[config.mk]
export PLATFORM = sky130hd
export DESIGN_NAME = pwm_duty_seq
export DESIGN_NICKNAME = d
export VERILOG_FILES = /design/src/rtl/pwm_duty_seq_pkg.sv /design/src/rtl/pwm_duty_seq_fsm.sv /design/src/rtl/pwm_duty_seq.sv
export SDC_FILE = /design/constraint.sdc
export NUM_CORES = 1
export LEC_CHECK = 0
export ABC_AREA = 1
export ABC_CLOCK_PERIOD_IN_PS = 3600
export BUFFER_PORTS_ARGS = -buffer_cell sky130_fd_sc_hd__buf_2
export CORE_ASPECT_RATIO = 0.75
export CORE_MARGIN = 3
export CORE_UTILIZATION = 60
export CTS_CLUSTER_DIAMETER = 120
export DETAILED_ROUTE_END_ITERATION = 12
export PLACE_DENSITY_LB_ADDON = 0.05
export SETUP_SLACK_MARGIN = 0.4
export SKIP_CTS_REPAIR_TIMING = 1
export SYNTH_ARGS = -nofsm -noshare
export SYNTH_HDL_FRONTEND = slang
export SYNTH_SLANG_ARGS = --single-unit
[constraint.sdc]
create_clock -name clk_i -period 3.6 [get_ports clk_i]
set_input_delay 0.18 -clock clk_i [delete_from_list [all_inputs] [get_ports clk_i]]
set_output_delay 0.18 -clock clk_i [all_outputs]
set_load 0.01 [all_outputs]
[src/rtl/pwm_duty_seq_pkg.sv]
// Shared types and defaults for the pwm_duty_seq pattern sequencer.
// Optional sticky done flag is enabled by PWM_DUTY_SEQ_DONE_EN.
package pwm_duty_seq_pkg;

    localparam int unsigned SeqNEntries = 8;
    localparam int unsigned SeqDutyDw   = 16;
    localparam int unsigned SeqHoldDw   = 8;

    typedef enum logic [1:0] {
        IDLE,
        RUN,
        PAUSED
    } seq_state_e;

    typedef struct packed {
        logic [SeqDutyDw-1:0] duty;
        logic [SeqHoldDw-1:0] hold;
    } seq_entry_t;

    localparam logic [SeqDutyDw-1:0] SeqIdleDuty = '0;

endpackage

[src/rtl/pwm_duty_seq_fsm.sv]
// Sequencer control: state, entry index and hold counter.
// PWM_DUTY_SEQ_DONE_EN adds the sticky completion flag.
module pwm_duty_seq_fsm
    import pwm_duty_seq_pkg::*;
#(
    parameter int unsigned IdxW   = 3,
    parameter int unsigned HoldDw = SeqHoldDw
) (
    input  logic              clk,
    input  logic              rst,
    input  logic              start,
    input  logic              stop,
    input  logic              pause,
    input  logic              cycle_start,
    input  logic              loop,
    input  logic [IdxW-1:0]   last_idx,
    input  logic [HoldDw-1:0] cur_hold,
`ifdef PWM_DUTY_SEQ_DONE_EN
    input  logic              done_clr,
    output logic              done,
`endif
    output logic              load_en,
    output logic [IdxW-1:0]   load_idx,
    output logic              clr_en,
    output logic              busy,
    output logic [IdxW-1:0]   idx
);

    seq_state_e        state;
    logic [HoldDw-1:0] hold_cnt;
    logic [HoldDw-1:0] hold_eff;
    logic              hold_end;
    logic              at_last;
    logic              go;
    logic              run_ev;

    always_comb begin
        hold_eff = (cur_hold == '0) ? HoldDw'(1) : cur_hold;
        hold_end = cycle_start
                 && (hold_cnt == hold_eff - HoldDw'(1));
        at_last  = (idx == last_idx);
        go       = (state == IDLE) && start && !stop;
        run_ev   = (state == RUN) && !stop && !pause
                 && hold_end;
        clr_en   = (state != IDLE) && stop;
        load_en  = go || (run_ev && (!at_last || loop));
        load_idx = (go || at_last) ? '0 : idx + IdxW'(1);
    end

    always_ff @(posedge clk) begin
        if (rst) begin
            state    <= IDLE;
            idx      <= '0;
            hold_cnt <= '0;
            busy     <= 1'b0;
        end else begin
            unique case (state)
                IDLE: begin
                    if (go) begin
                        state    <= RUN;
                        idx      <= '0;
                        hold_cnt <= '0;
                        busy     <= 1'b1;
                    end
                end
                RUN: begin
                    if (stop) begin
                        state    <= IDLE;
                        idx      <= '0;
                        hold_cnt <= '0;
                        busy     <= 1'b0;
                    end else if (pause) begin
                        state <= PAUSED;
                    end else if (hold_end) begin
                        hold_cnt <= '0;
                        if (at_last && !loop) begin
                            state <= IDLE;
                            busy  <= 1'b0;
                        end else begin
                            idx <= load_idx;
                        end
                    end else if (cycle_start) begin
                        hold_cnt <= hold_cnt + HoldDw'(1);
                    end
                end
                PAUSED: begin
                    if (stop) begin
                        state    <= IDLE;
                        idx      <= '0;
                        hold_cnt <= '0;
                        busy     <= 1'b0;
                    end else if (!pause) begin
                        state <= RUN;
                    end
                end
                default: begin
                    state <= IDLE;
                    busy  <= 1'b0;
                end
            endcase
        end
    end

`ifdef PWM_DUTY_SEQ_DONE_EN
    // Set on the non-looping completion edge; set beats clear.
    always_ff @(posedge clk) begin
        if (rst) begin
            done <= 1'b0;
        end else if (run_ev && at_last && !loop) begin
            done <= 1'b1;
        end else if (done_clr || go) begin
            done <= 1'b0;
        end
    end
`endif

endmodule

[src/rtl/pwm_duty_seq.sv]
// Duty-cycle pattern sequencer feeding one pwm_core channel.
// Define PWM_DUTY_SEQ_DONE_EN to add done_o / done_clr_i.
module pwm_duty_seq
    import pwm_duty_seq_pkg::*;
#(
    parameter int unsigned NEntries = SeqNEntries,
    parameter int unsigned DutyDw   = SeqDutyDw,
    parameter int unsigned HoldDw   = SeqHoldDw,
    localparam int unsigned IdxW    = $clog2(NEntries)
) (
    input  logic              clk_i,
    input  logic              rst_i,
    input  logic              tbl_we_i,
    input  logic [IdxW-1:0]   tbl_addr_i,
    input  logic [DutyDw-1:0] tbl_duty_i,
    input  logic [HoldDw-1:0] tbl_hold_i,
    input  logic [IdxW-1:0]   last_idx_i,
    input  logic              loop_i,
    input  logic              start_i,
    input  logic              pause_i,
    input  logic              stop_i,
    input  logic              cycle_start_i,
`ifdef PWM_DUTY_SEQ_DONE_EN
    input  logic              done_clr_i,
    output logic              done_o,
`endif
    output logic [DutyDw-1:0] duty_o,
    output logic              duty_upd_o,
    output logic              busy_o,
    output logic [IdxW-1:0]   idx_o
);

    logic [DutyDw-1:0] tbl_duty [NEntries];
    logic [HoldDw-1:0] tbl_hold [NEntries];
    logic              load_en;
    logic              clr_en;
    logic [IdxW-1:0]   load_idx;

    // Table is not reset; a load on a write edge sees the old entry.
    always_ff @(posedge clk_i) begin
        if (tbl_we_i) begin
            tbl_duty[tbl_addr_i] <= tbl_duty_i;
            tbl_hold[tbl_addr_i] <= tbl_hold_i;
        end
    end

    pwm_duty_seq_fsm #(
        .IdxW   (IdxW),
        .HoldDw (HoldDw)
    ) u_fsm (
        .clk         (clk_i),
        .rst         (rst_i),
        .start       (start_i),
        .stop        (stop_i),
        .pause       (pause_i),
        .cycle_start (cycle_start_i),
        .loop        (loop_i),
        .last_idx    (last_idx_i),
        .cur_hold    (tbl_hold[idx_o]),
`ifdef PWM_DUTY_SEQ_DONE_EN
        .done_clr    (done_clr_i),
        .done        (done_o),
`endif
        .load_en     (load_en),
        .load_idx    (load_idx),
        .clr_en      (clr_en),
        .busy        (busy_o),
        .idx         (idx_o)
    );

    always_ff @(posedge clk_i) begin
        if (rst_i) begin
            duty_o     <= DutyDw'(SeqIdleDuty);
            duty_upd_o <= 1'b0;
        end else begin
            duty_upd_o <= load_en | clr_en;
            if (clr_en) begin
                duty_o <= DutyDw'(SeqIdleDuty);
            end else if (load_en) begin
                duty_o <= tbl_duty[load_idx];
            end
        end
    end

endmodule

==> reports/qor.txt <==
Initial Util = 0.6245
most common cell after layout, fill and taps aside = nand2_1
post-synthesis area per instance = 10.51 um2
worst path required time = 3.99 ns
Synth Cell Area = 9691 um2
FF-to-FF setup slack = 0.37 ns
maximum vdd drop = 0.3885 mV
relative max-transition margin = 0.1705
CTS H-tree lvls = 1
DR vias/cell = 5.664
Syn. warnings = 0
post-route ant nets = 0
Antenna Cells = 0
post-route minimum period = 3.228 ns
critical path cell sequence = clkbuf_16 -> nand2_1 -> nand3_1 -> nand3_2 -> nand2_4 -> nand2_4 -> nor2_2 -> nand2_2 -> nand2_2 -> inv_2 -> ha_4 -> nand3b_1 -> nand3_1 -> nand3_1 -> nor2_1 -> nand3_2 -> nor2_4 -> nand4_4 -> nand2_8 -> clkinvlp_4 -> nor2_1 -> nor2_1
Tot Pwr = 6.412 mW
Hold WS = 0.1339 ns
Avg WL per Cell = 18.50 um
pin count of the biggest net entering global routing = 33
chip width = 152.7 um
CTS tree = yes
Die ar. = 17730 um2
I/O Buffers = 58
Setup crit start kind = flop
worst min-delay path category = input port to flop
CP endpoint kind = flop
crit path kind = flop to flop
hold-critical path depth = 6
Synth-to-Final Area Change = 19.99%
Final #Nets = 1085
Tot GR Track Use = 0.2442
grt ovf = 0
Core ar. = 15520 um2
Worst Hold End = u_fsm.state[0]
Post-Syn Nets = 963
status = complete, no violations
Clock Latency Late Sink = 0.51 ns
Mapped Cells = 922
reg2reg path depth = 22
Worst-path clk slew = 0.06 ns
Worst-Margin Slew = 1.243 ns
wire length on met3 = 2468 um
sequential-to-total area share from yosys stat = 0.6652
CTS root buf = clkbuf_16
initial antenna violation count = 0
crit share post-route = 0.8968
initial drt markers = 852
Post-Route WL = 23370 um
first-pass GRT wire length = 33730 um
Die Ht = 116.1 um
Placer Congestion = 0.8737
total clock sinks = 226
row cnt = 39
CP arrival = 3.61 ns
filler instances = 1066
clock buffer depth = 3
CP max stage delay = 0.51 ns
Hold Path Origin = pause_i
LEAKAGE = 4.693 nW
Max Fclk = 309.8 MHz
worst-path fanout max = 8
hpwl dp = 13450 um
Final Slew Violations = 0
drt pass-1 iters = 6
met1 wire length = 10070 um
setup violators final = 0
setup_tns = 0 ns
via count = 7154
Post-route DRC = 0
WL met2 = 10370 um
Max stage delay cell, worst path = dfxtp_4
top sig layer = met4
unrepaired setup endpoints after global routing = true
R2R Path End = duty_o[1]
Netlist cell types = 38
vias in the first global route = 6383
pwr/cell area = 551.5 nW/um2
Ports = 59
Max Cap Viol = 0
number of synthesized register bits = 226
share of cells above drive strength 1 = 0.2042
commonest non-fill, non-tap cells in the layout = nand2_1 (210), edfxtp_1 (192), inv_1 (103), nor2_1 (65), nand3_1 (59)
Setup Skew = 0.01416 ns
TritonCTS buffer count = 22
final hold vios = 0
## per-layer routing
metal	track usage	up-vias
li1	-	3336
met1	0.3671	3385
met2	0.3720	388
met3	0.05039	45
met4	0.06113	0
met5	0	-
## cells in the mapped netlist
library cell	instances	area [um2]
nand3b_1	4	30.03
nor2_1	75	281.5
o22ai_1	32	200.2
a21oi_2	1	8.760
dfxtp_1	34	680.7
nor4_1	1	6.260
o21bai_1	1	7.510
o211ai_1	10	75.07
inv_1	107	401.6
nor2_4	1	11.26
buf_6	7	78.83
buf_4	4	30.03
nand3_2	4	40.04
inv_4	1	6.260
a21oi_1	46	230.2
nand2_2	12	75.07
nand3_1	70	350.3
buf_2	9	45.04
clkinv_1	1	3.750
and3_1	1	6.260
nor2_2	4	25.02
or2_1	8	50.05
xnor2_1	3	26.28
o21ai_1	1	5.000
inv_2	1	3.750
clkbuf_1	16	60.06
o21ai_0	14	70.07
ha_1	3	37.54
nand2_4	1	11.26
edfxtp_1	192	5766
o31ai_1	1	7.510
nand2_1	235	882.1
xor2_1	8	70.07
nand4_4	1	21.27
or2_2	3	18.77
nand4_1	2	12.51
o21a_1	6	45.04
nor3_1	2	10.01
## how the worst max path moves through the flow
stage               startpoint    endpoint  slack (ns)  cells past startpoint
floorplan                 flop  duty_o[10]        0.86                     25
global placement          flop   duty_o[1]        0.36                     22
detailed placement        flop   duty_o[1]        0.20                     22
CTS                       flop   duty_o[1]        0.18                     22
global route              flop   duty_o[1]        0.23                     22
finish                    flop   duty_o[1]        0.37                     22
## area by class of cell
| cell class | instances | area [um2] | area share |
|---|---|---|---|
| multi-input cells | 552 | 2819 | 0.2424 |
| clock inverters | 8 | 71.32 | 0.006134 |
| repair inverters | 2 | 20.02 | 0.001722 |
| clock buffers | 30 | 590.6 | 0.05079 |
| well taps | 205 | 256.5 | 0.02206 |
| inverters | 110 | 432.9 | 0.03723 |
| repair buffers | 130 | 983.4 | 0.08458 |
| flip-flops and latches | 226 | 6454 | 0.5550 |
## logic make-up (layout without fill, tap and decap cells)
family,count (synthesis),in the layout,synth area share
simple gates,424,426,0.1890
flops,226,226,0.6652
buf+inv,146,280,0.06495
compound gates,112,112,0.06701
xor+xnor,11,11,0.009943
fa+ha+maj,3,3,0.003874
## registers in the layout, summed over array words and instances, names as in the netlist, named ones only
register / flops
tbl_hold: 64
duty_o: 16
duty_upd_o: 1
u_fsm.busy: 1
u_fsm.idx: 3
u_fsm.hold_cnt: 8
tbl_duty: 128
u_fsm.state: 2
## through the flow
stage	utilization	std cells	cell area [um2]	worst slack [ns]
floorplan	-	922	9691	0.8625
global placement	0.6580	1171	10210	0.3647
detailed placement	0.6580	1171	10210	0.2041
CTS	0.7007	1209	10870	0.1837
global route	0.7493	1263	11630	0.2328
finish	0.7493	1263	11630	0.3717
## power breakdown
group / internal [mW] / total [mW] / switching, mW
combinational: 0.467 / 1.28 / 0.815
sequential: 2.95 / 3.01 / 0.0588
clock: 1.22 / 2.13 / 0.906
total: 4.63 / 6.41 / 1.78
## worst max-delay path, delay by kind of cell (launching register included)
| family | cells | cell delay, ns |
|---|---|---|
| simple gates | 18 | 2.04 |
| fa+ha+maj | 1 | 0.16 |
| buf+inv | 3 | 0.40 |
| flops | 1 | 0.51 |
Note: power is estimated with default switching activity, not from simulation.
